==> src/rtl/construtor_caminho.sv <==
// -----------------------------------------------------------------------------
// construtor_caminho
//
// Path builder. On a rising edge of construir_in (while idle) it walks the
// predecessor memory backwards from destino_in until it reaches fonte_in,
// storing each visited node in an internal buffer (destination first). When
// the walk ends it pulses caminho_pronto_out for one cycle. It then exposes
// the path in source->destination order through a combinational read port.
//
// Ports:
//   clk, rst            clock / asynchronous active-high reset
//   construir_in        construct-path request (level, rising edge starts)
//   fonte_in            source node id, sampled on start
//   destino_in          destination node id, sampled on start
//   pred_rd_en_out      predecessor-memory read strobe
//   pred_addr_out       predecessor-memory address
//   pred_data_in        predecessor of addressed node (1 cycle after strobe)
//   pred_valido_in      addressed node was reached (same timing as data)
//   caminho_pronto_out  one-cycle pulse: walk finished (success or error)
//   erro_out            no path / overflow, held until next start
//   ocupado_out         high while the walk is in progress
//   comprimento_out     number of nodes in the path (0 on error)
//   rd_idx_in           path read index, 0 = source
//   rd_no_out           node at rd_idx_in (combinational)
// -----------------------------------------------------------------------------
module construtor_caminho #(
   parameter int NODE_WIDTH = 8,
   parameter int MAX_PATH   = 32,
   parameter int LEN_WIDTH  = 6
) (
   input  logic                  clk,
   input  logic                  rst,
   input  logic                  construir_in,
   input  logic [NODE_WIDTH-1:0] fonte_in,
   input  logic [NODE_WIDTH-1:0] destino_in,
   output logic                  pred_rd_en_out,
   output logic [NODE_WIDTH-1:0] pred_addr_out,
   input  logic [NODE_WIDTH-1:0] pred_data_in,
   input  logic                  pred_valido_in,
   output logic                  caminho_pronto_out,
   output logic                  erro_out,
   output logic                  ocupado_out,
   output logic [LEN_WIDTH-1:0]  comprimento_out,
   input  logic [LEN_WIDTH-1:0]  rd_idx_in,
   output logic [NODE_WIDTH-1:0] rd_no_out
);

   // Buffer address width (MAX_PATH is expected to be at least 2).
   localparam int AW = $clog2(MAX_PATH);

   localparam logic [2:0] IDLE   = 3'd0;
   localparam logic [2:0] GRAVAR = 3'd1;
   localparam logic [2:0] LER    = 3'd2;
   localparam logic [2:0] ESPERA = 3'd3;
   localparam logic [2:0] PRONTO = 3'd4;
   localparam logic [2:0] ERRO   = 3'd5;

   logic [2:0]            state_q, state_d;
   logic                  construir_prev_q;
   logic [NODE_WIDTH-1:0] fonte_q, fonte_d;
   logic [NODE_WIDTH-1:0] atual_q, atual_d;
   logic [LEN_WIDTH-1:0]  len_q, len_d;
   logic                  erro_q, erro_d;

   logic [NODE_WIDTH-1:0] buf_mem [0:MAX_PATH-1];
   logic                  buf_we;
   logic [AW-1:0]         wr_ptr;
   logic [AW-1:0]         rd_ptr;
   logic                  buf_cheio;
   logic                  inicio;

   assign inicio    = construir_in & ~construir_prev_q;
   assign buf_cheio = (len_q == LEN_WIDTH'(MAX_PATH));
   assign buf_we    = (state_q == GRAVAR) & ~buf_cheio;
   assign wr_ptr    = AW'(len_q);

   always_comb begin
      state_d = state_q;
      fonte_d = fonte_q;
      atual_d = atual_q;
      len_d   = len_q;
      erro_d  = erro_q;
      case (state_q)
         IDLE: begin
            if (inicio) begin
               fonte_d = fonte_in;
               atual_d = destino_in;
               len_d   = '0;
               erro_d  = 1'b0;
               state_d = GRAVAR;
            end
         end
         GRAVAR: begin
            // A predecessor cycle never reaches fonte; it ends here as overflow.
            if (buf_cheio) begin
               state_d = ERRO;
            end else begin
               len_d   = len_q + 1'b1;
               state_d = (atual_q == fonte_q) ? PRONTO : LER;
            end
         end
         LER: begin
            state_d = ESPERA;
         end
         ESPERA: begin
            if (!pred_valido_in) begin
               state_d = ERRO;
            end else begin
               atual_d = pred_data_in;
               state_d = GRAVAR;
            end
         end
         PRONTO: begin
            state_d = IDLE;
         end
         ERRO: begin
            erro_d  = 1'b1;
            state_d = IDLE;
         end
         default: begin
            state_d = IDLE;
         end
      endcase
   end

   always_ff @(posedge clk or posedge rst) begin
      if (rst) begin
         state_q          <= IDLE;
         construir_prev_q <= 1'b0;
         fonte_q          <= '0;
         atual_q          <= '0;
         len_q            <= '0;
         erro_q           <= 1'b0;
      end else begin
         state_q          <= state_d;
         construir_prev_q <= construir_in;
         fonte_q          <= fonte_d;
         atual_q          <= atual_d;
         len_q            <= len_d;
         erro_q           <= erro_d;
      end
   end

   // Buffer contents need no reset: they are only read below len_q.
   always_ff @(posedge clk) begin
      if (buf_we) begin
         buf_mem[wr_ptr] <= atual_q;
      end
   end

   // Moore outputs. erro_out is already high during the ERRO pulse cycle;
   // erro_q keeps it high afterwards until the next start.
   assign pred_rd_en_out     = (state_q == LER);
   assign pred_addr_out      = (state_q == LER) ? atual_q : '0;
   assign caminho_pronto_out = (state_q == PRONTO) | (state_q == ERRO);
   assign erro_out           = erro_q | (state_q == ERRO);
   assign ocupado_out        = (state_q == GRAVAR) | (state_q == LER) | (state_q == ESPERA);
   assign comprimento_out    = erro_out ? '0 : len_q;

   // Buffer is destination-first, so index 0 (source) is the last entry written.
   assign rd_ptr    = AW'(len_q - rd_idx_in - 1'b1);
   assign rd_no_out = ((rd_idx_in < len_q) && !erro_out) ? buf_mem[rd_ptr] : '0;

endmodule

==> config.mk <==
export PLATFORM = sky130hd
export DESIGN_NAME = construtor_caminho
export DESIGN_NICKNAME = d
export VERILOG_FILES = /design/src/rtl/construtor_caminho.sv
export SDC_FILE = /design/constraint.sdc
export NUM_CORES = 1
export LEC_CHECK = 0
export CAP_MARGIN = 20
export CORE_MARGIN = 2
export CORE_UTILIZATION = 60
export CTS_BUF_LIST = sky130_fd_sc_hd__clkbuf_16
export CTS_CLUSTER_SIZE = 24
export DETAILED_ROUTE_END_ITERATION = 8
export PLACE_DENSITY_LB_ADDON = 0.2
export REMOVE_ABC_BUFFERS = 1
export SLEW_MARGIN = 20
export SYNTH_ARGS = -nofsm -noshare
export SYNTH_HDL_FRONTEND = slang
export SYNTH_SLANG_ARGS = --single-unit
==> constraint.sdc <==
create_clock -name clk -period 3.25 [get_ports clk]
set_input_delay 0.325 -clock clk [delete_from_list [all_inputs] [get_ports clk]]
set_output_delay 0.325 -clock clk [all_outputs]
set_load 0.05 [all_outputs]
==> metrics.cfg, run 1 <==
[outcome]
outcome=complete, but fails checks
failed_checks=setup timing

[layout]
syn_to_final_growth_pct=23.0
num_antenna_cells=0
utilization_pct=75.8
drive_above_1_share_pct=29.1
nFillCells=1008
final_nets=777
stdcell_count=1008

[timing]
final_hold_viol_count=0
slew_violations=0
tns_ps=-3400
final.period_utilization_pct=114
rsz0062_at_grt=yes
clock_skew_ps=25.2
fin_ws_ps=-449
post-route-min-period_ps=3700
clock.fmax_mhz=270
slew_headroom_pct=55.3
hold_slack_ps=176
setup_violations=8
tightest_slew_ps=665

[route]
routedWlPerCell_um=27.1
num_vias=6329
drt_iter0_markers=653
dr.pass1.iters=6
wl_um=27300
postRouteAntennaNets=0
via_per_inst=6.28
drc=0

[synthesis]
synth_top_area_share_pct=66.2
synth_edf_count=256
synth.cells.most_frequent=256 x edfxtp_1, 64 x mux4_2, 60 x nor2_1
ys_seq_elements=283
synth_most_common_cell=edfxtp_1
synth-async-reset-ratio_pct=9.54
synth_area_leaders=edfxtp_1 66%, mux4_2 12%, dfrtp_1 5.8%
synth_seq_area_share_pct=72.0
syn_area_sq_um=11600
yosys_warnings=0
ys.flop_type=edfxtp_1
synthesis.instances=584
yosysTopAreaCell=edfxtp_1
syn_avg_cell_area_sq_um=19.9
yosysUniqueCellTypes=45

[setup_path]
cp_slowest_stage_delay_ps=580
crit_path_max_fanout=8
cp_slowest_cell=fa_2
reg2reg_slack_ps=560
crit_arrival_ps=3370
required_ps=2920
path_cells=ha_2 > fa_2 > buf_6 > buf_6 > mux4_2 > mux4_2 > a22o_4 > buf_8
timing_worst_setup_path_type=reg2out
start_kind=flop
cp-end-kind=output port

[floorplan]
coreArea_sq_um=18800
die_y_um=143
die_area_sq_um=20500
initial_utilization_pct=61.7
row_count=50
die_w_um=143
ioPinCount=60

[placement]
gp_congestion=0.845
dp.cells=946
dp_hpwl_um=16000
io_buffer_count=59
dp_slack_ps=-438

[cts]
cts_tree=done
cts_max_path_buffers=3
cts-buffers-inserted=27
path_clk_slew_ps=70
cts_sinks=283
cts_root_buf=clkbuf_16
cts_hold_buf=0
clock_latency_ps=530
ctsHtreeMaxLevel=1

[global_routing]
grt_pass1_vias=6368
grt_max_degree=36
grt_pass1_wl_um=39800
globalRouteTotalUtil_pct=27.2
antenna_found_initial=0
grt-ovfl-total=0

[pwr]
power.density_nw_per_um2=1040
pwr-share-comb_pct=43.7
p_leak_nw=4.99
clockPowerShare_pct=23.5
swShare_pct=33.9
irDropWorstVdd_mv=0.763
p_int_w=0.00977
seqPwrFrac_pct=32.8
power_switching_w=0.00502

[job]
maxCapViolations=0

[min_path]
hp-class=in2async

==> worst max-delay path: cells and delay by family, from the launching register on <==
| kind | cells | cell delay, ps |
|---|---|---|
| compound gates | 1 | 300 |
| fa+ha+maj | 2 | 770 |
| buf+inv | 3 | 480 |
| flops | 1 | 390 |
| mux | 2 | 890 |
==> cell type report <==
type	count	area, sq um	share of cell area (%)
multi-input cells	264	3090	21.6
clock inverters	22	318	2.23
flip-flops and latches	283	8360	58.6
well taps	260	325	2.28
clock buffers	27	676	4.73
inverters	13	48.8	0.342
repair buffers	139	1460	10.2
==> sequential cells by signal, indices dropped and copies added (netlist names) <==
register	flops
construir_prev_q	1
len_q	6
buf_mem	256
state_q	3
fonte_q	8
atual_q	8
erro_q	1
==> cells in the final DEF, fill, tap and decap left out, types with 2 or more instances in the layout <==
master	count
mux4_1	12
clkinvlp_4	2
dfrtp_1	27
nand4_1	3
clkinv_2	4
a211oi_1	2
buf_4	62
clkinv_1	5
edfxtp_1	256
a21o_1	3
and2_1	8
nor3_1	4
ha_1	12
nor2b_1	3
clkdlybuf4s50_1	51
buf_12	11
buf_6	8
xnor2_2	2
inv_1	13
nand2b_1	4
nand2_1	7
a22o_1	6
mux2_2	9
o21ai_0	3
nor2_1	60
xnor2_1	12
or3_1	2
a21oi_1	10
nand3_1	8
mux2i_1	11
buf_16	3
clkbuf_16	30
bufinv_16	8
mux4_2	66
==> metrics by stage <==
stage	total power, W	instance area (sq um)
6_report	0.0148	14300
5_1_grt	0.0153	14300
4_1_cts	0.0145	14200
3_5_place_dp	0.0106	13000
3_3_place_gp	0.0105	13000
2_1_floorplan	0.00854	11500
==> final timing paths <==
| check | from | endpoint | depth (start not counted) |
|---|---|---|---|
| max | len_q[0]$_DFFE_PP0P_ | rd_no_out[5] | 8 |
| min | rst | len_q[0]$_DFFE_PP0P_ | 2 |
| max reg2reg | len_q[1]$_DFFE_PP0P_ | buf_mem[15][2]$_DFFE_PP_ | 6 |
| min reg2reg | fonte_q[4]$_DFFE_PP0P_ | fonte_q[4]$_DFFE_PP0P_ | 1 |
| max in group asynchronous | rst | fonte_q[0]$_DFFE_PP0P_ | 2 |
| min in group clk | construir_in | construir_prev_q$_DFF_PP0_ | 1 |
==> timing repair <==
item                       CTS  global route
setup endpoints to repair    8             8
setup buffers                5             3
gates cloned                 3             3
pin swaps                    3             1
gates resized for setup     16             4
==> cells by family (layout without fill, tap and decap cells) <==
kind of cell,Yosys count,count (layout),share of synthesized area [%]
AOI/OAI and AO/OA,35,35,2.11
muxes,98,98,17.4
adders and majority gates,15,15,1.68
buffers and inverters,37,201,1.70
xor gates and xnor gates,14,14,1.12
and+or+nand+nor,102,102,3.99
DFF,283,283,72.0
==> power by group through the flow <==
stage                     Sequential [W]  Combinational [W]  Clock [W]
after floorplan                  0.00515            0.00339          0
after global placement           0.00491            0.00558          0
after detailed placement         0.00493            0.00568          0
after CTS                        0.00486            0.00618    0.00351
after global routing             0.00489            0.00674    0.00364
final                            0.00486            0.00646    0.00348
==> routing by layer <==
metal	up-vias	GRT usage (%)	wire length, um	part of all wire, %
met5	-	0	0	0
met4	0	8.08	698	2.6
met3	50	4.39	2520	9.2
met2	405	41.9	13200	48
met1	3223	41.0	10900	40
li1	2651	-	-	-
Note: power is estimated with default switching activity, not from simulation.
==> run 2: changes to the inputs <==
--- a/config.mk
+++ b/config.mk
@@ -5,6 +5,7 @@
 export SDC_FILE = /design/constraint.sdc
 export NUM_CORES = 1
 export LEC_CHECK = 0
+export ABC_CLOCK_PERIOD_IN_PS = 3250
 export CAP_MARGIN = 20
 export CORE_MARGIN = 2
 export CORE_UTILIZATION = 60
==> results of run 2 <==
Same layout as run 1: the final DEF is identical, and so are final timing and power.
